`src/rtl/mouse_pkg.sv`:
```
// Shared PS/2 mouse definitions: receiver/transmitter state encodings,
// timeout default and error-code bit positions.
package mouse_pkg;

  localparam int PS2_TIMEOUT_CYCLES = 10000;

  localparam int ERR_PARITY = 0;
  localparam int ERR_STOP   = 1;

  typedef enum logic [1:0] {
    RX_IDLE   = 2'd0,
    RX_DATA   = 2'd1,
    RX_PARITY = 2'd2,
    RX_STOP   = 2'd3
  } rx_state_e;

  typedef enum logic [2:0] {
    TX_IDLE      = 3'd0,
    TX_CLK_LOW   = 3'd1,
    TX_START     = 3'd2,
    TX_DATA      = 3'd3,
    TX_PARITY    = 3'd4,
    TX_STOP      = 3'd5,
    TX_WAIT_ACK  = 3'd6,
    TX_DONE      = 3'd7
  } tx_state_e;

endpackage

```
`src/rtl/ps2_edge_detect.sv`:
```
// Three-flop synchroniser on a PS/2 line with a one-cycle edge pulse;
// FALLING selects which transition is reported.
module ps2_edge_detect #(
  parameter bit FALLING = 1'b1
) (
  input  logic i_clk,
  input  logic i_rst_n,
  input  logic i_line,
  output logic o_edge
);

  logic [2:0] r_dly;

  // Idle PS/2 lines sit high, so resetting to ones avoids a spurious edge.
  always_ff @(posedge i_clk or negedge i_rst_n) begin
    if (!i_rst_n) r_dly <= 3'b111;
    else          r_dly <= {r_dly[1:0], i_line};
  end

  generate
    if (FALLING) begin : g_fall
      assign o_edge = r_dly[2] & ~r_dly[1];
    end else begin : g_rise
      assign o_edge = ~r_dly[2] & r_dly[1];
    end
  endgenerate

endmodule

```
`src/rtl/mouse_receiver.sv`:
```
// PS/2 host receiver: deframes start, 8 data bits LSB first, odd parity and
// stop from the mouse, reporting the byte plus parity/stop error flags.
module mouse_receiver
  import mouse_pkg::*;
#(
  parameter int TIMEOUT_CYCLES = PS2_TIMEOUT_CYCLES
) (
  input  logic       CLK,
  input  logic       RESET,
  input  logic       CLK_MOUSE_IN,
  input  logic       DATA_MOUSE_IN,
  input  logic       READ_ENABLE,
  output logic [7:0] BYTE_READ,
  output logic [1:0] BYTE_ERROR_CODE,
  output logic       BYTE_READY
);

  localparam logic [15:0] TO_LAST = 16'(TIMEOUT_CYCLES - 1);

  rx_state_e   r_state;
  logic [7:0]  r_shift;
  logic [2:0]  r_bit_cnt;
  logic [15:0] r_to_cnt;
  logic        r_par_err;
  logic [1:0]  r_data_sync;

  logic        w_fall;
  logic        w_data_s;
  logic        w_timeout;

  ps2_edge_detect #(.FALLING(1'b1)) u_clk_edge (
    .i_clk   (CLK),
    .i_rst_n (RESET),
    .i_line  (CLK_MOUSE_IN),
    .o_edge  (w_fall)
  );

  // Two flops keep data aligned with the clock chain's fall detection point.
  always_ff @(posedge CLK or negedge RESET) begin
    if (!RESET) r_data_sync <= 2'b11;
    else        r_data_sync <= {r_data_sync[0], DATA_MOUSE_IN};
  end

  assign w_data_s  = r_data_sync[1];
  assign w_timeout = (r_state != RX_IDLE) && (r_to_cnt == TO_LAST);

  always_ff @(posedge CLK or negedge RESET) begin
    if (!RESET) begin
      r_to_cnt <= '0;
    end else if (r_state == RX_IDLE || w_fall) begin
      r_to_cnt <= '0;
    end else if (r_to_cnt != 16'hFFFF) begin
      r_to_cnt <= r_to_cnt + 16'd1;
    end
  end

  always_ff @(posedge CLK or negedge RESET) begin
    if (!RESET) begin
      r_state         <= RX_IDLE;
      r_shift         <= '0;
      r_bit_cnt       <= '0;
      r_par_err       <= 1'b0;
      BYTE_READ       <= '0;
      BYTE_ERROR_CODE <= '0;
      BYTE_READY      <= 1'b0;
    end else begin
      BYTE_READY <= 1'b0;
      // A stalled mouse abandons the frame; this beats a coincident edge.
      if (w_timeout) begin
        r_state   <= RX_IDLE;
        r_bit_cnt <= '0;
      end else if (w_fall) begin
        case (r_state)
          RX_IDLE: begin
            if (READ_ENABLE && !w_data_s) begin
              r_state   <= RX_DATA;
              r_bit_cnt <= '0;
            end
          end
          RX_DATA: begin
            r_shift   <= {w_data_s, r_shift[7:1]};
            r_bit_cnt <= r_bit_cnt + 3'd1;
            if (r_bit_cnt == 3'd7) r_state <= RX_PARITY;
          end
          RX_PARITY: begin
            r_par_err <= (w_data_s != ~^r_shift);
            r_state   <= RX_STOP;
          end
          RX_STOP: begin
            BYTE_READ                   <= r_shift;
            BYTE_ERROR_CODE[ERR_STOP]   <= ~w_data_s;
            BYTE_ERROR_CODE[ERR_PARITY] <= r_par_err;
            BYTE_READY                  <= 1'b1;
            r_state                     <= RX_IDLE;
          end
          default: r_state <= RX_IDLE;
        endcase
      end
    end
  end

endmodule

```
`config.mk`:
```
export PLATFORM = sky130hd
export DESIGN_NAME = mouse_receiver
export DESIGN_NICKNAME = d
export VERILOG_FILES = /design/src/rtl/mouse_pkg.sv /design/src/rtl/ps2_edge_detect.sv /design/src/rtl/mouse_receiver.sv
export SDC_FILE = /design/constraint.sdc
export NUM_CORES = 1
export LEC_CHECK = 0
export CAP_MARGIN = 20
export CORE_MARGIN = 1
export CORE_UTILIZATION = 55
export CTS_CLUSTER_SIZE = 16
export DETAILED_ROUTE_END_ITERATION = 8
export PLACE_DENSITY = 0.71
export SYNTH_ARGS = -nofsm -noshare
export SYNTH_HDL_FRONTEND = slang
export SYNTH_SLANG_ARGS = --single-unit
```
`constraint.sdc`:
```
create_clock -name CLK -period 2.43 [get_ports CLK]
set_input_delay 0.243 -clock CLK [delete_from_list [all_inputs] [get_ports CLK]]
set_output_delay 0.243 -clock CLK [all_outputs]
set_load 0.01 [all_outputs]
```
==> results.txt, run 1 <==
----------------------------------------------------
[Detailed routing]
  Detailed Route Iter0 Violations ... 130
  Wire length per cell after detailed routing ... 16.7 microns
  Remaining design rule violation count ... 0
  Post-Route WL ... 4410 microns
  Iteration count of the initial detailed-routing pass ... 4
  Vias per Instance ... approximately 6
  Vias ... 1609
  Antenna Nets Post-Route ... 0

[Placement]
  Worst setup slack before clock tree synthesis ... ~300 ps
  Dpl hpwl ... 3160 microns
  Placer Congestion ... 0.895
  Port Buffers ... 15
  Placed Instance Area ... 2460 sq um

[Synth]
  Net count after synthesis ... 208
  Post-synthesis cell type with the largest combined area ... dfrtp_1
  Share of the yosys chip area belonging to registers ... 51.3%
  Synthesized area per cell ... 11.5 sq um
  Main combinational cell family by area after synthesis ... simple AND/OR/NAND/NOR gates
  Number of distinct library cell variants in the gate-level netlist after synthesis ... 47
  Synth Area in XOR/XNOR ... between 3 and 4%
  Fraction of the mapped netlist area in adder cells ... 3.88%
  Number of storage elements in the synthesis netlist ... 46
  Fraction of synthesized area in multiplexers ... 9.88%
  Area contributors post-synth ... dfrtp_1 (46%), dfstp_2 (5.8%), mux2_1 (4.5%)
  Share of flip-flops with an asynchronous set or reset ... 100%
  Area of the mapped netlist ... 2250 sq um
  Simple-gate portion of the synthesized area ... 15.0%
  Post-synthesis cell count ... 196
  Area fraction in compound gates after synthesis ... 14.1%
  Number of flops mapped to enable cells by yosys ... 0
  Commonest register cell after synthesis ... dfrtp_1
  Warnings, synthesis ... 0
  Fraction of post-synthesis cell area in the top cell type by area ... a little under half

[Outcome]
  Run status ... finished clean

[Global route]
  Number of global-route vias before repair ... about 1.6k
  Total global routing track utilization ... 23.6%
  Initial antenna violation count ... 0
  Residual overflow from global routing ... 0
  First-pass GRT wire length ... 7560 microns
  Pin count of the biggest net entering global routing ... 47

[Clock tree]
  Clock H-tree levels ... 2
  Num CTS Buffers ... 5
  Post-CTS setup buffers ... 0
  Maximum clock path buffer count ... 2
  Clock tree from TritonCTS ... built
  Total of cells resized after clock tree synthesis ... 0
  Number of sinks driven by the clock tree ... 46
  Worst-Skew Late Latency ... around 300 ps
  Register clock-pin slew on the reported worst setup and hold paths ... 80 ps
  CTS Hold Buffers Added ... 0
  Clock tree root buffer cell ... clkbuf_8

[Worst setup path]
  Setup crit end kind ... flip-flop
  Reg2Reg Launch Point ... r_state[0]
  Number of cells traversed by the worst register-to-register path ... 7
  Worst reg2reg path endpoint ... BYTE_READ[3]
  Critical-path cell with the highest stage delay ... dfrtp_1
  Worst Setup Start Kind ... flip-flop
  Max stage delay on crit path ... 410 ps
  Largest driver fanout on the critical path ... 11
  Category of the critical setup timing path ... flip-flop to flip-flop
  List of cells traversed by the critical path ... inv_1, ha_1, nor4_1, nand2_1, o211ai_2, buf_4, mux2_1
  Setup slack of the worst register-to-register path ... 300 ps
  Worst EP arrival ... 2310 ps
  Required time at the worst-slack endpoint ... 2610 ps

[Finish]
  Highest-count cells in the layout ignoring fill and taps ... dfrtp_1 (41), clkdlybuf4s50_1 (14), nor2_1 (11), nand2_1 (11), a21oi_1 (11)
  Most common cell after layout, fill and taps aside ... dfrtp_1
  Syn-to-layout area delta ... 13.4%
  Share of layout cells above drive strength 1 ... 16.1%
  Finished Cell Area ... 2560 sq um
  Number of nets in the final layout ... 228
  Utilization after layout ... 67.3%
  Antenna cells ... 0

[STA]
  Total negative slack ... 0 ps
  Max transition margin ... 35.8%
  Final clock period utilization by the worst path ... 87.8%
  Count of final hold-check violations ... 0
  Max frequency ... 0.469 GHz
  Count of final max-slew check failures ... 0
  Actual transition at the worst max-transition pin ... 963 ps
  Time the final worst path needs with I/O delays and setup ... roughly 2100 ps
  Unrepaired setup endpoints after global routing ... false
  Worst setup margin ... a little under 300 ps
  Final Skew ... 5.73 ps
  Setup violators final ... 0

[Floorplan]
  Area enclosed by the die boundary ... 4360 sq um
  Num rows ... 22
  Initial standard-cell utilization of the core ... 59.4%
  Die Ht ... between 60 and 70 microns
  CORE AREA ... between 3000 and 4000 sq um
  I/O Pins ... 16
  Die outline width ... 66.0 microns

[Power]
  Worst vdd rail ir drop ... 0.591 mV
  Static leakage ... around 1.1 nW
  Total power per unit cell area ... between 1000 and 1500 nW/um^2

[Min path]
  Min-Delay Path Class ... primary input to asynchronous set/reset pin

[Run]
  Maximum capacitance violations ... 0

----------------------------------------------------
## flip-flops by register name, indices dropped and copies added (netlist names)
name,cells
BYTE_ERROR_CODE,2
BYTE_READ,8
r_shift,8
u_clk_edge.r_dly,3
r_to_cnt,16
r_state,2
r_data_sync,2
BYTE_READY,1
r_par_err,1
r_bit_cnt,3
## where the power goes
part	total, mW	leakage (nW)	switching [mW]	internal, mW
logic	0.982	0.486	0.441	0.541
registers	1.17	0.587	0.183	0.991
clock network	0.479	0.0472	0.250	0.229
total	2.63	1.12	0.874	1.76
## critical path, delay by kind of cell, from the launching register on
family,cells,cell delay [ps]
compound gates,1,200
flops,1,410
fa+ha+maj,1,300
buf+inv,2,310
simple gates,2,450
mux,1,350
## how the worst max path moves through the flow
stage,from,slack (ps),depth (start not counted),to
6_report,r_state[0],300,7,BYTE_READ[3]
5_1_grt,r_state[0],130,7,BYTE_READ[3]
4_1_cts,r_state[0],280,7,BYTE_READ[3]
3_5_place_dp,r_state[0],300,7,BYTE_READ[3]
3_3_place_gp,r_state[0],470,7,BYTE_ERROR_CODE[0]
2_1_floorplan,r_state[0],470,8,BYTE_READ[0]
## per-stage QoR
step	std cells	hold slack [ps]	total power [mW]
after global placement	257	346	2.09
final	265	90.4	2.63
after global routing	265	174	2.80
after floorplan	196	-52.6	1.81
after CTS	265	116	2.66
after detailed placement	257	349	2.17
## layer usage
metal | share of wire [%] | wire (microns) | up-vias | GRT usage, %
met2 | 50 | 2210 | 34 | 38.5
met3 | 3.6 | 159 | 6 | 6.21
li1 | - | - | 771 | -
met1 | 45 | 1990 | 798 | 30.1
met4 | 1.4 | 60 | 0 | 8.78
met5 | 0 | 0 | - | 0
## cells by family after synthesis
kind of cell    count (synthesis)
simple gates                   59
flops                          46
compound gates                 44
mux                            20
buf+inv                        13
xor+xnor                        7
fa+ha+maj                       7
## cell type report
cell class	count	area [sq um]
inverters	7	26.3
flip-flops and latches	46	1160
repair buffers	19	175
clock inverters	2	12.5
well taps	48	60.1
multi-input cells	137	1040
fillers	279	1240
clock buffers	6	82.6
## Yosys cell counts (3+ instances only)
| cell | n |
|---|---|
| or4_1 | 4 |
| ha_1 | 7 |
| inv_1 | 7 |
| o31ai_1 | 5 |
| mux2_1 | 9 |
| nand2_1 | 11 |
| nand3_1 | 3 |
| nor2_1 | 11 |
| mux2_2 | 9 |
| a21oi_1 | 11 |
| dfrtp_1 | 41 |
| a211oi_1 | 3 |
| o21ai_0 | 6 |
| a31oi_1 | 5 |
| xnor2_1 | 4 |
| dfstp_2 | 5 |
| nor3_1 | 5 |
| nand4_1 | 4 |
| and3_1 | 4 |
| or3_1 | 3 |
| clkbuf_1 | 3 |
Power figures use the tool's default switching activity.
==> run 2, diff against run 1 <==
- CORE_UTILIZATION: 55 -> 52
- GPL_TIMING_DRIVEN: not set -> 0
- clock period: 2.43 -> 1.9 ns (I/O delays scaled with it)
==> run 2 against run 1 <==
  * Routed wire length rose by 2.9%
  * Non-clock buffer count rose by 13
  * Final cell count rose by 5.7%
==> results.txt, run 2 (same netlist as run 1, synthesis figures left out) <==
----------------------------------------------------
[Worst setup path]
  Max stage delay on crit path ... 380 ps (was 410 ps)
  Worst Setup Start Kind ... flip-flop (unchanged)
  Largest driver fanout on the critical path ... 6 (was 11)
  Required time at the worst-slack endpoint ... 2080 ps (was 2610 ps)
  Category of the critical setup timing path ... flip-flop to flip-flop (unchanged)
  Critical-path cell with the highest stage delay ... dfrtp_1 (unchanged)
  Cell family with the largest share of critical-path delay ... flip-flops (was simple AND/OR/NAND/NOR gates)
  Most numerous cell on the critical path ... buf_6
  Worst EP arrival ... 2060 ps (was 2310 ps)
  List of cells traversed by the critical path ... ha_2, and2_4, buf_6, nand4_4, o211ai_4, buf_6, mux2_1 (was inv_1, ha_1, nor4_1, nand2_1, o211ai_2, buf_4, mux2_1)
  Setup crit end kind ... flip-flop (unchanged)
  WP buf/inv ... 2 (unchanged)

[STA]
  Final Skew ... 3.84 ps (was 5.73 ps)
  Actual transition at the worst max-transition pin ... 540 ps (was 963 ps)
  Time the final worst path needs with I/O delays and setup ... 1880 ps (was 2130 ps)
  Total negative slack ... 0 ps (unchanged)
  Final clock period utilization by the worst path ... 99.1% (was 87.8%)
  Count of final max-slew check failures ... 0 (unchanged)
  Max frequency ... 0.531 GHz (was 0.469 GHz)
  Setup violators final ... 0 (unchanged)
  Max transition margin ... 63.9% (was 35.8%)
  Count of final hold-check violations ... 0 (unchanged)

[Detailed routing]
  Detailed Route Iter0 Violations ... 98 (was 130)
  Iteration count of the initial detailed-routing pass ... 4 (unchanged)
  Vias ... 1682 (was 1609)
  Met2 layer wire length in the routed design ... 2240 microns (was 2210 microns)
  Vias per Instance ... 6.01 (was 6.07)
  Post-Route WL ... 4540 microns (was 4410 microns)
  Remaining design rule violation count ... 0 (unchanged)
  Wire length per cell after detailed routing ... 16.2 microns (was 16.7 microns)
  Top routing layer used ... met4 (unchanged)
  M1 wire length ... 2020 microns (was 1990 microns)
  Antenna Nets Post-Route ... 0 (unchanged)
  Met3 routed wirelength ... 165 microns (was 159 microns)

[Power]
  Static leakage ... 1.22 nW (was 1.12 nW)
  Worst vdd rail ir drop ... 0.829 mV (was 0.591 mV)
  Overall power after layout ... 3.58 mW (was 2.63 mW)
  Total power per unit cell area ... 1290 nW/um^2 (was 1030 nW/um^2)

[Clock tree]
  Clock tree from TritonCTS ... built (unchanged)
  Clock H-tree levels ... 2 (unchanged)
  Worst-Skew Late Latency ... 290 ps (was 300 ps)
  Register clock-pin slew on the reported worst setup and hold paths ... 80 ps (about the same)
  Number of sinks driven by the clock tree ... 46 (unchanged)
  Num CTS Buffers ... 5 (unchanged)
  Clock tree root buffer cell ... clkbuf_8 (unchanged)
  Maximum clock path buffer count ... 2 (unchanged)

[Placement]
  Port Buffers ... 15 (unchanged)
  Placed Instance Area ... 2490 sq um (was 2460 sq um)
  Placer Congestion ... 0.792 (was 0.895)
  Dpl hpwl ... 3110 microns (was 3160 microns)

[Global route]
  First-pass GRT wire length ... 7330 microns (was 7560 microns)
  Residual overflow from global routing ... 0 (unchanged)
  Pin count of the biggest net entering global routing ... 27 (was 47)
  Initial antenna violation count ... 0 (unchanged)
  Total global routing track utilization ... 21.6% (was 23.6%)
  Number of global-route vias before repair ... 1611 (was 1596)

[Outcome]
  Run status ... finished clean (unchanged)

[Finish]
  Antenna cells ... 0 (unchanged)
  Share of layout cells above drive strength 1 ... 24.3% (was 16.1%)
  Number of flip-flops in the largest register ... 16 (unchanged)
  Register containing the most flip-flops in the final layout ... r_to_cnt (unchanged)
  Number of nets in the final layout ... 241 (was 228)
  Syn-to-layout area delta ... 23.1% (was 13.4%)
  Utilization after layout ... 67.9% (was 67.3%)
  Biggest registers after layout ... r_to_cnt: 16 flops, BYTE_READ: 8 flops, r_shift: 8 flops (unchanged)
  Most common cell after layout, fill and taps aside ... dfrtp_1 (unchanged)
  Finished Cell Area ... 2780 sq um (was 2560 sq um)
  Highest-count cells in the layout ignoring fill and taps ... dfrtp_1 (40), clkdlybuf4s50_1 (14), nor2_1 (11), a21oi_1 (11), nand2_1 (10) (was dfrtp_1 (41), clkdlybuf4s50_1 (14), nor2_1 (11), nand2_1 (11), a21oi_1 (11))

[Floorplan]
  Die Ht ... 67.8 microns (was 66.0 microns)
  CORE AREA ... 4090 sq um (was 3800 sq um)
  Num rows ... 23 (was 22)
  Initial standard-cell utilization of the core ... 55.2% (was 59.4%)
  Area enclosed by the die boundary ... 4600 sq um (was 4360 sq um)
  I/O Pins ... 16 (unchanged)
  Die outline width ... 67.8 microns (was 66.0 microns)

[Run]
  Maximum capacitance violations ... 0 (unchanged)

[Min path]
  Min-Delay Path Class ... primary input to flip-flop (was primary input to asynchronous set/reset pin)

----------------------------------------------------
## run 2: changes by cell type in the layout (fill, tap and decap cells not counted), sizes merged
cell / change
buf: +10
clkinvlp: -1
clkbuf: +3
dlygate4sd3: +1
## run 2: area by class of cell
class                   count  area, sq um
multi-input cells         137         1130
fillers                   295         1310
flip-flops and latches     46         1160
plain buffers               5         35.0
repair buffers             27          274
clock inverters             1         5.00
well taps                  50         62.6
clock buffers               7         86.3
inverters                   7         26.3
## run 2: power breakdown
group	internal (mW)	total, mW	switching [mW]
registers	1.27	1.48	0.215
logic	0.857	1.49	0.636
clock network	0.294	0.608	0.315
total	2.42	3.58	1.17
## run 2: metrics by stage
step           hold slack (ps)  setup slack [ps]  std cells
2_1_floorplan             -106              3.90        196
3_3_place_gp               346              -439        261
3_5_place_dp               192              -268        262
4_1_cts                    300              3.46        275
5_1_grt                    315             -9.95        280
6_report                   304              17.2        280
## run 2: timing repair
item | 4_1_cts | 5_1_grt
pin swaps | 2 | 3
resized for setup | 10 | 12
cloned | 1 | 0
hold buffers | 1 | 0
buffers inserted | 4 | 5
endpoints found under the setup margin | 19 | 21
endpoints found under the hold margin | 15 | 0
## run 2: worst paths after layout
kind	to	from	cells after the start	slack, ps
max	BYTE_READ[7]	r_to_cnt[1]	7	20
min	u_clk_edge.r_dly[0]	CLK_MOUSE_IN	1	300
max reg2reg	BYTE_READ[7]	r_to_cnt[1]	7	20
min reg2reg	u_clk_edge.r_dly[1]	u_clk_edge.r_dly[0]	0	360
max in group asynchronous	r_to_cnt[7]	RESET	3	990
min in group asynchronous	BYTE_READ[2]	RESET	2	400
## run 2: metal layers
layer  vias up  track usage (%)
met5         -                0
met4         0             8.85
met3        12             3.67
met2        44             35.5
met1       829             28.4
li1        797                -
